[config.mk]
export PLATFORM = sky130hd
export DESIGN_NAME = cpu_seq
export DESIGN_NICKNAME = d
export VERILOG_FILES = /design/src/rtl/cpu_seq.sv
export SDC_FILE = /design/constraint.sdc
export NUM_CORES = 1
export LEC_CHECK = 0
export BUFFER_PORTS_ARGS = -buffer_cell sky130_fd_sc_hd__buf_2
export CAP_MARGIN = 15
export CORE_ASPECT_RATIO = 1.75
export CORE_UTILIZATION = 56
export CTS_BUF_LIST = sky130_fd_sc_hd__clkbuf_4 sky130_fd_sc_hd__clkbuf_8
export CTS_CLUSTER_DIAMETER = 150
export CTS_CLUSTER_SIZE = 8
export DETAILED_ROUTE_END_ITERATION = 10
export GPL_ROUTABILITY_DRIVEN = 0
export PLACE_DENSITY = 0.91
export SYNTH_ARGS = -nofsm -noshare
export SYNTH_HDL_FRONTEND = slang
export SYNTH_SLANG_ARGS = --single-unit
[constraint.sdc]
create_clock -name clk -period 3.25 [get_ports clk]
set_input_delay 0.1625 -clock clk [delete_from_list [all_inputs] [get_ports clk]]
set_output_delay 0.1625 -clock clk [all_outputs]
set_load 0.005 [all_outputs]
[src/rtl/cpu_seq.sv]
// cpu_seq: multi-cycle instruction sequencer (FETCH -> EXEC -> PCINC) for the
// 8-register datapath. It decodes the latched instruction into register write
// strobes, bus enables, the ALU op, the steering word and the immediate. It also
// handles memory wait states, a wait timeout, an illegal-opcode trap and halt.
// Optional feature: define CPU_SEQ_STACK_EN to enable PUSH/POP with r7 as SP.
// When the macro is undefined, both stack opcodes trap as illegal.
module cpu_seq #(
  parameter int DATA_W   = 16,
  parameter int CTL_W    = 13,
  parameter int WAIT_MAX = 15
) (
  input  logic              clk,
  input  logic              reset,
  input  logic [15:0]       insn_in,
  input  logic              mem_ready,
  input  logic              halt_req,
  output logic [7:0]        write_en,
  output logic [23:0]       output_en,
  output logic              data_write_en,
  output logic [2:0]        alu_op,
  output logic [CTL_W-1:0]  ctl_out,
  output logic [DATA_W-1:0] immediate,
  output logic              mem_req,
  output logic              halted,
  output logic              trap,
  output logic [1:0]        trap_cause
);

`ifdef CPU_SEQ_STACK_EN
  localparam bit STACK_EN = 1'b1;
`else
  localparam bit STACK_EN = 1'b0;
`endif

  localparam logic [7:0] WAIT_LAST = 8'(WAIT_MAX - 1);

  typedef enum logic [2:0] {
    ST_FETCH = 3'd0,
    ST_EXEC  = 3'd1,
    ST_EXEC2 = 3'd2,
    ST_PCINC = 3'd3,
    ST_HALT  = 3'd4
  } state_t;

  state_t      state_r, state_n;
  logic [15:0] insn_r;
  logic [7:0]  wcnt_r;
  logic        trap_r;
  logic [1:0]  trap_cause_r;
  logic        pc_wr_r;      // EXEC of the current instruction wrote r0 (PC)
  logic        halt_pend_r;  // halt request seen, honoured at the next boundary

  logic [7:0]        dec_we_s;
  logic [23:0]       dec_oe_s;
  logic              dec_dwe_s;
  logic [2:0]        dec_alu_s;
  logic [12:0]       dec_ctl_s;
  logic [DATA_W-1:0] dec_imm_s;
  logic              dec_mreq_s;
  logic              dec_halted_s;
  logic              timeout_s;
  logic              ill_trap_s;

  // One-hot register strobe for register index r.
  function automatic logic [7:0] reg_onehot(input logic [2:0] r);
    return 8'h01 << r;
  endfunction

  // Bus enable for register r driving bus b (0 = A, 1 = B, 2 = C).
  function automatic logic [23:0] bus_sel(input logic [2:0] r, input logic [1:0] b);
    logic [4:0] pos;
    pos = ({2'b00, r} * 5'd3) + {3'b000, b};
    return 24'h000001 << pos;
  endfunction

  // Instruction fields.
  logic [4:0]        op5_s;
  logic [2:0]        rd_s, ra_s, rb_s, rhi_s;
  logic [7:0]        c_s;
  logic [DATA_W-1:0] sx_s;
  logic              is_ld_s, is_st_s, is_push_s, is_pop_s, illegal_s, wait_hit_s;

  assign op5_s      = insn_r[15:11];
  assign rhi_s      = insn_r[13:11];
  assign rd_s       = insn_r[10:8];
  assign ra_s       = insn_r[7:5];
  assign rb_s       = insn_r[4:2];
  assign c_s        = insn_r[7:0];
  assign sx_s       = {{(DATA_W-8){c_s[7]}}, c_s};
  assign is_ld_s    = (insn_r[15:14] == 2'b11);
  assign is_st_s    = (insn_r[15:14] == 2'b10);
  assign is_push_s  = STACK_EN && (op5_s == 5'b01101);
  assign is_pop_s   = STACK_EN && (op5_s == 5'b01110);
  assign illegal_s  = (op5_s == 5'b01100) || (op5_s == 5'b01111) ||
                      (!STACK_EN && ((op5_s == 5'b01101) || (op5_s == 5'b01110)));
  assign wait_hit_s = (wcnt_r == WAIT_LAST);

  // Output decode of the registered state and instruction.
  always_comb begin
    dec_we_s     = 8'h00;
    dec_oe_s     = 24'h000000;
    dec_dwe_s    = 1'b0;
    dec_alu_s    = 3'b000;
    dec_ctl_s    = 13'h000;
    dec_imm_s    = {DATA_W{1'b0}};
    dec_mreq_s   = 1'b0;
    dec_halted_s = 1'b0;
    case (state_r)
      ST_FETCH: begin
        dec_mreq_s = 1'b1;
        dec_oe_s   = 24'h000001;
        dec_ctl_s  = 13'h090;
      end
      ST_EXEC: begin
        if (is_ld_s) begin
          dec_mreq_s = 1'b1;
          dec_we_s   = reg_onehot(rhi_s) & {8{mem_ready}};
          dec_oe_s   = bus_sel(rd_s, 2'd0);
          dec_alu_s  = 3'b101;
          dec_ctl_s  = 13'h055;
          dec_imm_s  = sx_s;
        end else if (is_st_s) begin
          dec_mreq_s = 1'b1;
          dec_dwe_s  = mem_ready;
          dec_oe_s   = bus_sel(rhi_s, 2'd0) | bus_sel(rd_s, 2'd1);
          dec_alu_s  = 3'b101;
          dec_ctl_s  = 13'h145;
          dec_imm_s  = sx_s;
        end else begin
          case (op5_s)
            5'b00000, 5'b00001, 5'b00010, 5'b00011, 5'b00100: begin
              // Register-immediate ALU ops: R on bus A, result back to R.
              dec_we_s  = reg_onehot(rd_s);
              dec_oe_s  = bus_sel(rd_s, 2'd0);
              dec_ctl_s = 13'h025;
              case (op5_s)
                5'b00000: begin dec_alu_s = 3'b101; dec_imm_s = sx_s; end
                5'b00001: begin dec_alu_s = 3'b000; dec_imm_s = {DATA_W{1'b1}}; dec_imm_s[7:0]  = c_s; end
                5'b00010: begin dec_alu_s = 3'b000; dec_imm_s = {DATA_W{1'b1}}; dec_imm_s[15:8] = c_s; end
                5'b00011: begin dec_alu_s = 3'b001; dec_imm_s[7:0]  = c_s; end
                5'b00100: begin dec_alu_s = 3'b001; dec_imm_s[15:8] = c_s; end
                default:  begin dec_alu_s = 3'b000; end
              endcase
            end
            5'b00101, 5'b00110: begin
              dec_we_s       = reg_onehot(rd_s);
              dec_oe_s       = bus_sel(rd_s, 2'd2);
              dec_imm_s[7:0] = c_s;
              dec_ctl_s      = (op5_s == 5'b00101) ? 13'h1200 : 13'h0C00;
            end
            5'b00111: begin
              dec_we_s  = 8'h01;
              dec_oe_s  = bus_sel(3'd0, 2'd0) | bus_sel(rd_s, 2'd2);
              dec_imm_s = sx_s;
              dec_alu_s = 3'b110;
              dec_ctl_s = 13'h02D;
            end
            5'b01000: begin
              dec_we_s  = reg_onehot(rd_s);
              dec_oe_s  = bus_sel(ra_s, 2'd0);
              dec_alu_s = 3'b010;
              dec_ctl_s = 13'h021;
            end
            5'b01001, 5'b01010, 5'b01011: begin
              dec_we_s  = reg_onehot(rd_s);
              dec_oe_s  = bus_sel(ra_s, 2'd0) | bus_sel(rb_s, 2'd1);
              dec_ctl_s = 13'h023;
              case (op5_s)
                5'b01001: dec_alu_s = 3'b101;
                5'b01010: dec_alu_s = 3'b000;
                default:  dec_alu_s = 3'b001;
              endcase
            end
            5'b01101: begin
              // PUSH, first half: SP <= SP - 1.
              if (is_push_s) begin
                dec_we_s  = reg_onehot(3'd7);
                dec_oe_s  = bus_sel(3'd7, 2'd0);
                dec_imm_s = {DATA_W{1'b1}};
                dec_alu_s = 3'b101;
                dec_ctl_s = 13'h025;
              end else begin
                dec_we_s = 8'h00;
              end
            end
            5'b01110: begin
              // POP, first half: R <= [SP].
              if (is_pop_s) begin
                dec_mreq_s = 1'b1;
                dec_we_s   = reg_onehot(rd_s) & {8{mem_ready}};
                dec_oe_s   = bus_sel(3'd7, 2'd0);
                dec_alu_s  = 3'b101;
                dec_ctl_s  = 13'h055;
              end else begin
                dec_we_s = 8'h00;
              end
            end
            default: begin
              dec_we_s = 8'h00;  // illegal opcodes drive no strobes
            end
          endcase
        end
      end
      ST_EXEC2: begin
        if (is_push_s) begin
          dec_mreq_s = 1'b1;
          dec_dwe_s  = mem_ready;
          dec_oe_s   = bus_sel(3'd7, 2'd0) | bus_sel(rd_s, 2'd1);
          dec_alu_s  = 3'b101;
          dec_ctl_s  = 13'h145;
        end else if (is_pop_s) begin
          dec_we_s     = reg_onehot(3'd7);
          dec_oe_s     = bus_sel(3'd7, 2'd0);
          dec_imm_s[0] = 1'b1;
          dec_alu_s    = 3'b101;
          dec_ctl_s    = 13'h025;
        end else begin
          dec_we_s = 8'h00;
        end
      end
      ST_PCINC: begin
        dec_we_s     = 8'h01;
        dec_oe_s     = 24'h000001;
        dec_alu_s    = 3'b101;
        dec_ctl_s    = 13'h025;
        dec_imm_s[0] = !pc_wr_r;  // PC already redirected: add 0
      end
      ST_HALT: begin
        dec_halted_s = 1'b1;
      end
      default: begin
        dec_halted_s = 1'b0;
      end
    endcase
  end

  // Next-state logic, including memory waits, timeout and illegal trap.
  always_comb begin
    state_n    = state_r;
    timeout_s  = 1'b0;
    ill_trap_s = 1'b0;
    case (state_r)
      ST_FETCH: begin
        if (mem_ready) begin
          state_n = ST_EXEC;
        end else if (wait_hit_s) begin
          timeout_s = 1'b1;
          state_n   = ST_HALT;
        end else begin
          state_n = ST_FETCH;
        end
      end
      ST_EXEC: begin
        if (is_ld_s || is_st_s || is_pop_s) begin
          if (mem_ready) begin
            state_n = is_pop_s ? ST_EXEC2 : ST_PCINC;
          end else if (wait_hit_s) begin
            timeout_s = 1'b1;
            state_n   = ST_HALT;
          end else begin
            state_n = ST_EXEC;
          end
        end else if (is_push_s) begin
          state_n = ST_EXEC2;
        end else begin
          state_n    = ST_PCINC;
          ill_trap_s = illegal_s;
        end
      end
      ST_EXEC2: begin
        if (is_push_s) begin
          if (mem_ready) begin
            state_n = ST_PCINC;
          end else if (wait_hit_s) begin
            timeout_s = 1'b1;
            state_n   = ST_HALT;
          end else begin
            state_n = ST_EXEC2;
          end
        end else begin
          state_n = ST_PCINC;
        end
      end
      ST_PCINC: begin
        if (halt_req || halt_pend_r) begin
          state_n = ST_HALT;
        end else begin
          state_n = ST_FETCH;
        end
      end
      ST_HALT: begin
        state_n = ST_HALT;
      end
      default: begin
        state_n = ST_FETCH;
      end
    endcase
  end

  // State, instruction, wait counter and trap registers.
  always_ff @(posedge clk or posedge reset) begin
    if (reset) begin
      state_r      <= ST_FETCH;
      insn_r       <= 16'h0000;
      wcnt_r       <= 8'h00;
      trap_r       <= 1'b0;
      trap_cause_r <= 2'b00;
      pc_wr_r      <= 1'b0;
      halt_pend_r  <= 1'b0;
    end else begin
      state_r     <= state_n;
      halt_pend_r <= halt_pend_r | halt_req;
      if ((state_r == ST_FETCH) && mem_ready) begin
        insn_r <= insn_in;
      end
      if (state_n != state_r) begin
        wcnt_r <= 8'h00;
      end else if (dec_mreq_s && !mem_ready) begin
        wcnt_r <= wcnt_r + 8'd1;
      end
      trap_r <= timeout_s | ill_trap_s;
      if (timeout_s) begin
        trap_cause_r <= 2'b10;
      end else if (ill_trap_s) begin
        trap_cause_r <= 2'b01;
      end
      if (state_r == ST_FETCH) begin
        pc_wr_r <= 1'b0;
      end else if (((state_r == ST_EXEC) || (state_r == ST_EXEC2)) && dec_we_s[0]) begin
        pc_wr_r <= 1'b1;
      end
    end
  end

  // Drive outputs; reset forces them low at once, even mid-access.
  always_comb begin
    if (reset) begin
      write_en      = 8'h00;
      output_en     = 24'h000000;
      data_write_en = 1'b0;
      alu_op        = 3'b000;
      ctl_out       = {CTL_W{1'b0}};
      immediate     = {DATA_W{1'b0}};
      mem_req       = 1'b0;
      halted        = 1'b0;
    end else begin
      write_en      = dec_we_s;
      output_en     = dec_oe_s;
      data_write_en = dec_dwe_s;
      alu_op        = dec_alu_s;
      ctl_out       = CTL_W'(dec_ctl_s);
      immediate     = dec_imm_s;
      mem_req       = dec_mreq_s;
      halted        = dec_halted_s;
    end
  end

  assign trap       = trap_r;
  assign trap_cause = trap_cause_r;

endmodule
==> flow_metrics.py, run 1 <==
metrics = {
    "outcome": {
        "status": "did not finish",
        "flow.stopped_at": "5_1_grt",
        "error_line": "[ERROR GRT-0116] Global routing finished with congestion. Check the congestion regions in the DRC Viewer.",
    },
    "synthesis": {
        "syn_nets": 524,
        "ys_async_sr_fraction": 1.00,
        "synth_top_cell_by_area": "dfrtp_1",
        "synth_top_area_share": 0.224,
        "synth_edf_count": 0,
        "ys_seq_area_frac": 0.224,
        "synth_ff_type": "dfrtp_1",
        "ys_ff_latch": 32,
        "synth.avg_cell_area_sq_um": 7.41,
        "netlist_top_cells_area": "dfrtp_1, ha_1, nand2_1, a21oi_1, nor2_1",
        "syn-cell-area_sq_um": 3580,
        "syn_inst": 483,
        "yosys_warnings": 0,
        "yosys.cell_types.count": 62,
    },
    "floorplanning": {
        "top_level_ports": 90,
        "start_util": 0.579,
        "rows": 38,
        "fp.dieW_um": 62.4,
        "die-height_um": 108,
    },
    "clock_network": {
        "h-tree-depth": 2,
        "cts.sinks": 32,
        "cts-buffers-inserted": 5,
        "cts_buffer_depth": 2,
        "cts_setup_buffers": 0,
        "root_buffer": "clkbuf_8",
    },
    "placement": {
        "hpwl_um": 9660,
        "io_buffers": 89,
    },
    "global_routing": {
        "grt_usage": 0.454,
        "overflow": 2,
        "first_global_vias": 4584,
        "grt_max_degree": 25,
        "grt_pass1_wl_um": 23300,
    },
}
[per-stage QoR]
| stage | instance area, sq um | std cells | worst slack (ns) | utilization |
|---|---|---|---|---|
| 2_1_floorplan | 3580 | 483 | 0.400 | - |
| 3_3_place_gp | 4170 | 643 | 0.163 | 0.675 |
| 3_5_place_dp | 4170 | 643 | 0.0932 | 0.675 |
| 4_1_cts | 4330 | 652 | 0.00323 | 0.700 |
[routing by layer]
| metal | global-route usage | GRT overflow |
|---|---|---|
| met4 | 0.455 | 0 |
| met2 | 0.662 | 2 |
| met3 | 0.251 | 0 |
| met5 | 0.0583 | 0 |
| met1 | 0.434 | 0 |
[Yosys cell counts, types with 3 or more instances]
library cell	n
nand2_1	50
nor2_1	47
a21oi_1	37
dfrtp_1	32
nand3_1	27
o21ai_0	24
a31oi_1	23
clkbuf_1	22
ha_1	19
nor3_1	19
inv_1	14
nand2b_1	11
xnor2_1	9
xor2_1	9
mux2_2	8
o22a_1	8
a211oi_1	7
nand4_1	7
nor4_1	7
o21a_1	7
a221oi_1	6
buf_1	6
a2111oi_0	5
buf_2	5
nor2b_1	5
and3_1	4
buf_4	4
o211ai_1	4
o221ai_1	4
or2_2	4
nor3b_1	3
o21ai_1	3
[cells by family after synthesis]
logic type,after synthesis,share of synthesized area
adder cells (fa/ha/maj),21,0.0776
flip-flops,32,0.224
buffers and inverters,55,0.0678
XOR/XNOR,19,0.0507
AO/OA/AOI/OAI,147,0.275
AND/OR/NAND/NOR,201,0.280
multiplexers,8,0.0252
[repair_timing]
action,in CTS
endpoints found under the hold margin,12
hold buffers,1
gates resized for setup,9
endpoints found under the setup margin,8
==> inputs of run 2 (changes only) <==
CORE_ASPECT_RATIO = not set   (was 1.75)
CORE_UTILIZATION = 40   (was 56)
CTS_BUF_LIST = not set   (was sky130_fd_sc_hd__clkbuf_4 sky130_fd_sc_hd__clkbuf_8)
CTS_CLUSTER_DIAMETER = not set   (was 150)
CTS_CLUSTER_SIZE = not set   (was 8)
PLACE_DENSITY = not set   (was 0.91)
PLACE_DENSITY_LB_ADDON = 0.15   (was not set)
==> run 2 against run 1 <==
Effect of this change:
- the flow now finishes without violations
- synthesized cell count unchanged
- area after synthesis is the same
==> flow_metrics.py, run 2 <==
metrics = {
    "global_routing": {
        "antenna_found_initial": 0,
        "grt_max_degree": 25,
        "grt_pass1_wl_um": 20100,
        "overflow": 0,
        "grt_usage": 0.285,
        "first_global_vias": 3853,
    },
    "min_path": {
        "whs_path_depth": 2,
        "hp-start": "halt_req",
        "hp-class": "in2reg",
    },
    "routing": {
        "wl_per_cell_um": 19.0,
        "drtPass1Iterations": 6,
        "drtAntennaViolNets": 0,
        "via_count": 4250,
        "wl_um": 13000,
        "drcViolationCount": 0,
        "drt_first_iter_violations": 461,
        "post_drt_via_cell_ratio": 6.22,
    },
    "synthesis": {
        "synth_ff_type": "dfrtp_1",
        "synth_edf_count": 0,
        "synthTopCellsByCount": "nand2_1, nor2_1, a21oi_1",
        "synth_most_common_cell": "nand2_1",
        "yosys_warnings": 0,
        "ys_seq_area_frac": 0.224,
        "yosys.cell_types.count": 62,
        "syn_nets": 524,
        "synth_top_area_share": 0.224,
        "syn-cell-area_sq_um": 3580,
        "ys_ff_latch": 32,
        "synth_top_cell_by_area": "dfrtp_1",
        "netlist_top_cells_area": "dfrtp_1, ha_1, nand2_1, a21oi_1, nor2_1",
        "ys_async_sr_fraction": 1.00,
        "syn_inst": 483,
        "synth.avg_cell_area_sq_um": 7.41,
    },
    "clock_network": {
        "clkLatencyLatePin_ns": 0.28,
        "cts-buffers-inserted": 5,
        "h-tree-depth": 2,
        "cts_tree": "yes",
        "root_buffer": "clkbuf_8",
        "cts.sinks": 32,
        "path_clk_slew_ns": 0.07,
        "cts_setup_buffers": 0,
        "cts_buffer_depth": 2,
    },
    "pwr": {
        "p_per_area_nw_per_um2": 1100,
        "ir_drop_v": 0.000417,
        "power.total_mw": 4.89,
        "leakage_nw": 1.88,
    },
    "worst_setup_path": {
        "crit-reg2reg-capture": "insn_r[3]$_DFFE_PP0P_",
        "cpLargestDelayFamily": "adder cells",
        "endpoint": "output_en[21]",
        "cp_num_cells": 10,
        "critPathRequiredTime_ns": 3.09,
        "r2r_slack_ns": 1.06,
        "cp_common_cell": "nand2_1",
        "crit_type": "reg2out",
        "end_kind": "output pin",
        "r2r_start": "state_r[1]$_DFF_PP0_",
        "reg2reg_depth": 5,
        "crit_chain": "ha_1 -> fa_2 -> ha_4 -> nand2_1 -> xor2_1 -> nor3_2 -> nand2_1 -> a2111oi_4 -> buf_4 -> buf_2",
        "path_buf_inv": 2,
        "cp-start-kind": "flop",
        "path_max_fanout": 6,
        "crit_slowest_cell": "fa_2",
        "crit_arrival_ns": 3.04,
        "slowest_delay_ns": 0.57,
        "startpoint": "insn_r[8]$_DFFE_PP0P_",
    },
    "finish": {
        "syn_to_final_growth_pct": 24.2,
        "final_common_cell": "buf_2",
        "largest_register_ffs": 16,
        "nets": 615,
        "fill_cells": 885,
        "top_register": "insn_r",
        "reg.largest.list": "insn_r: 16 flops, wcnt_r: 8 flops, state_r: 3 flops",
        "drive_gt1_frac": 0.303,
        "n_antenna_cell": 0,
        "final_cell_mix": "buf_2, nand2_1, nor2_1, a21oi_1, buf_4",
    },
    "floorplanning": {
        "top_level_ports": 90,
        "rows": 34,
        "die-height_um": 96.6,
        "start_util": 0.412,
        "placeableCoreArea_sq_um": 8680,
        "fp.dieW_um": 96.6,
        "die_area_sq_um": 9330,
    },
    "job": {
        "drv_cap": 0,
    },
    "timing": {
        "min_period_over_period": 0.986,
        "whs_ns": 0.0823,
        "clock-skew-final_ns": 0.00557,
        "fin_crit_ns": 3.20,
        "hold_viol": 0,
        "max_slew.worst_pin.slew_ns": 0.973,
        "rsz0062_at_grt": "true",
        "slew-limit-headroom": 0.348,
        "fmaxAchievable_ghz": 0.312,
        "maxSlewViolCount": 0,
        "setup_viol": 0,
    },
    "placement": {
        "hpwl_um": 9560,
        "io_buffers": 89,
    },
    "outcome": {
        "status": "finished clean",
    },
}
run 2: cell counts after synthesis:
No cell type changed its count.
run 2: kinds of logic after synthesis:
| kind of cell | Yosys count | synth area share |
|---|---|---|
| buffers and inverters | 55 | 0.0678 |
| xor gates and xnor gates | 19 | 0.0507 |
| AOI/OAI and AO/OA | 147 | 0.275 |
| DFF | 32 | 0.224 |
| muxes | 8 | 0.0252 |
| and+or+nand+nor | 201 | 0.280 |
| adders and majority gates | 21 | 0.0776 |
run 2: worst min-delay path by stage:
stage / slack (ns) / to
floorplan: 0.28 / insn_r[13]$_DFFE_PP0P_
global placement: 0.27 / trap$_DFF_PP0_
detailed placement: 0.27 / trap$_DFF_PP0_
CTS: 0.07 / halt_pend_r$_DFF_PP0_
global route: 0.09 / halt_pend_r$_DFF_PP0_
finish: 0.08 / halt_pend_r$_DFF_PP0_
run 2: what timing repair did:
action,CTS,global route
endpoints found under the setup margin,2,12
endpoints found under the hold margin,12,0
pin swaps,0,3
gates resized for setup,4,21
hold buffers,1,0
run 2: stage by stage:
step / utilization / TNS (ns) / setup slack, ns / cells / area [sq um]
6_report: 0.512 / 0 / 0.0466 / 683 / 4450
5_1_grt: 0.512 / -0.0668 / -0.0591 / 683 / 4450
4_1_cts: 0.500 / 0 / 0.00325 / 683 / 4340
3_5_place_dp: 0.487 / 0 / 0.161 / 674 / 4230
3_3_place_gp: 0.487 / 0 / 0.176 / 674 / 4230
2_1_floorplan: - / 0 / 0.400 / 483 / 3580
run 2: final cells by class:
cell class / count / area, sq um / area share
Inverter: 16 / 60.1 / 0.0135
Clock buffer: 6 / 82.6 / 0.0186
Multi-Input combinational cell: 396 / 2650 / 0.596
Clock inverter: 2 / 10.0 / 0.00225
Tap cell: 108 / 135 / 0.0304
Sequential cell: 32 / 803 / 0.181
Timing Repair Buffer: 123 / 703 / 0.158
run 2: power by group:
part / leakage (nW) / switching [mW] / internal, mW / total [mW]
Clock: 0.0510 / 0.144 / 0.169 / 0.313
Combinational: 1.43 / 2.34 / 1.42 / 3.76
Sequential: 0.397 / 0.280 / 0.537 / 0.817
run 2: per-layer routing:
layer,up-vias,global-route usage,part of all wire
met2,269,0.463,0.46
li1,1962,-,-
met4,0,0.150,0.049
met1,1950,0.363,0.40
met5,-,0,0
met3,69,0.0462,0.091
No activity file was read; power rests on OpenSTA's default activity.
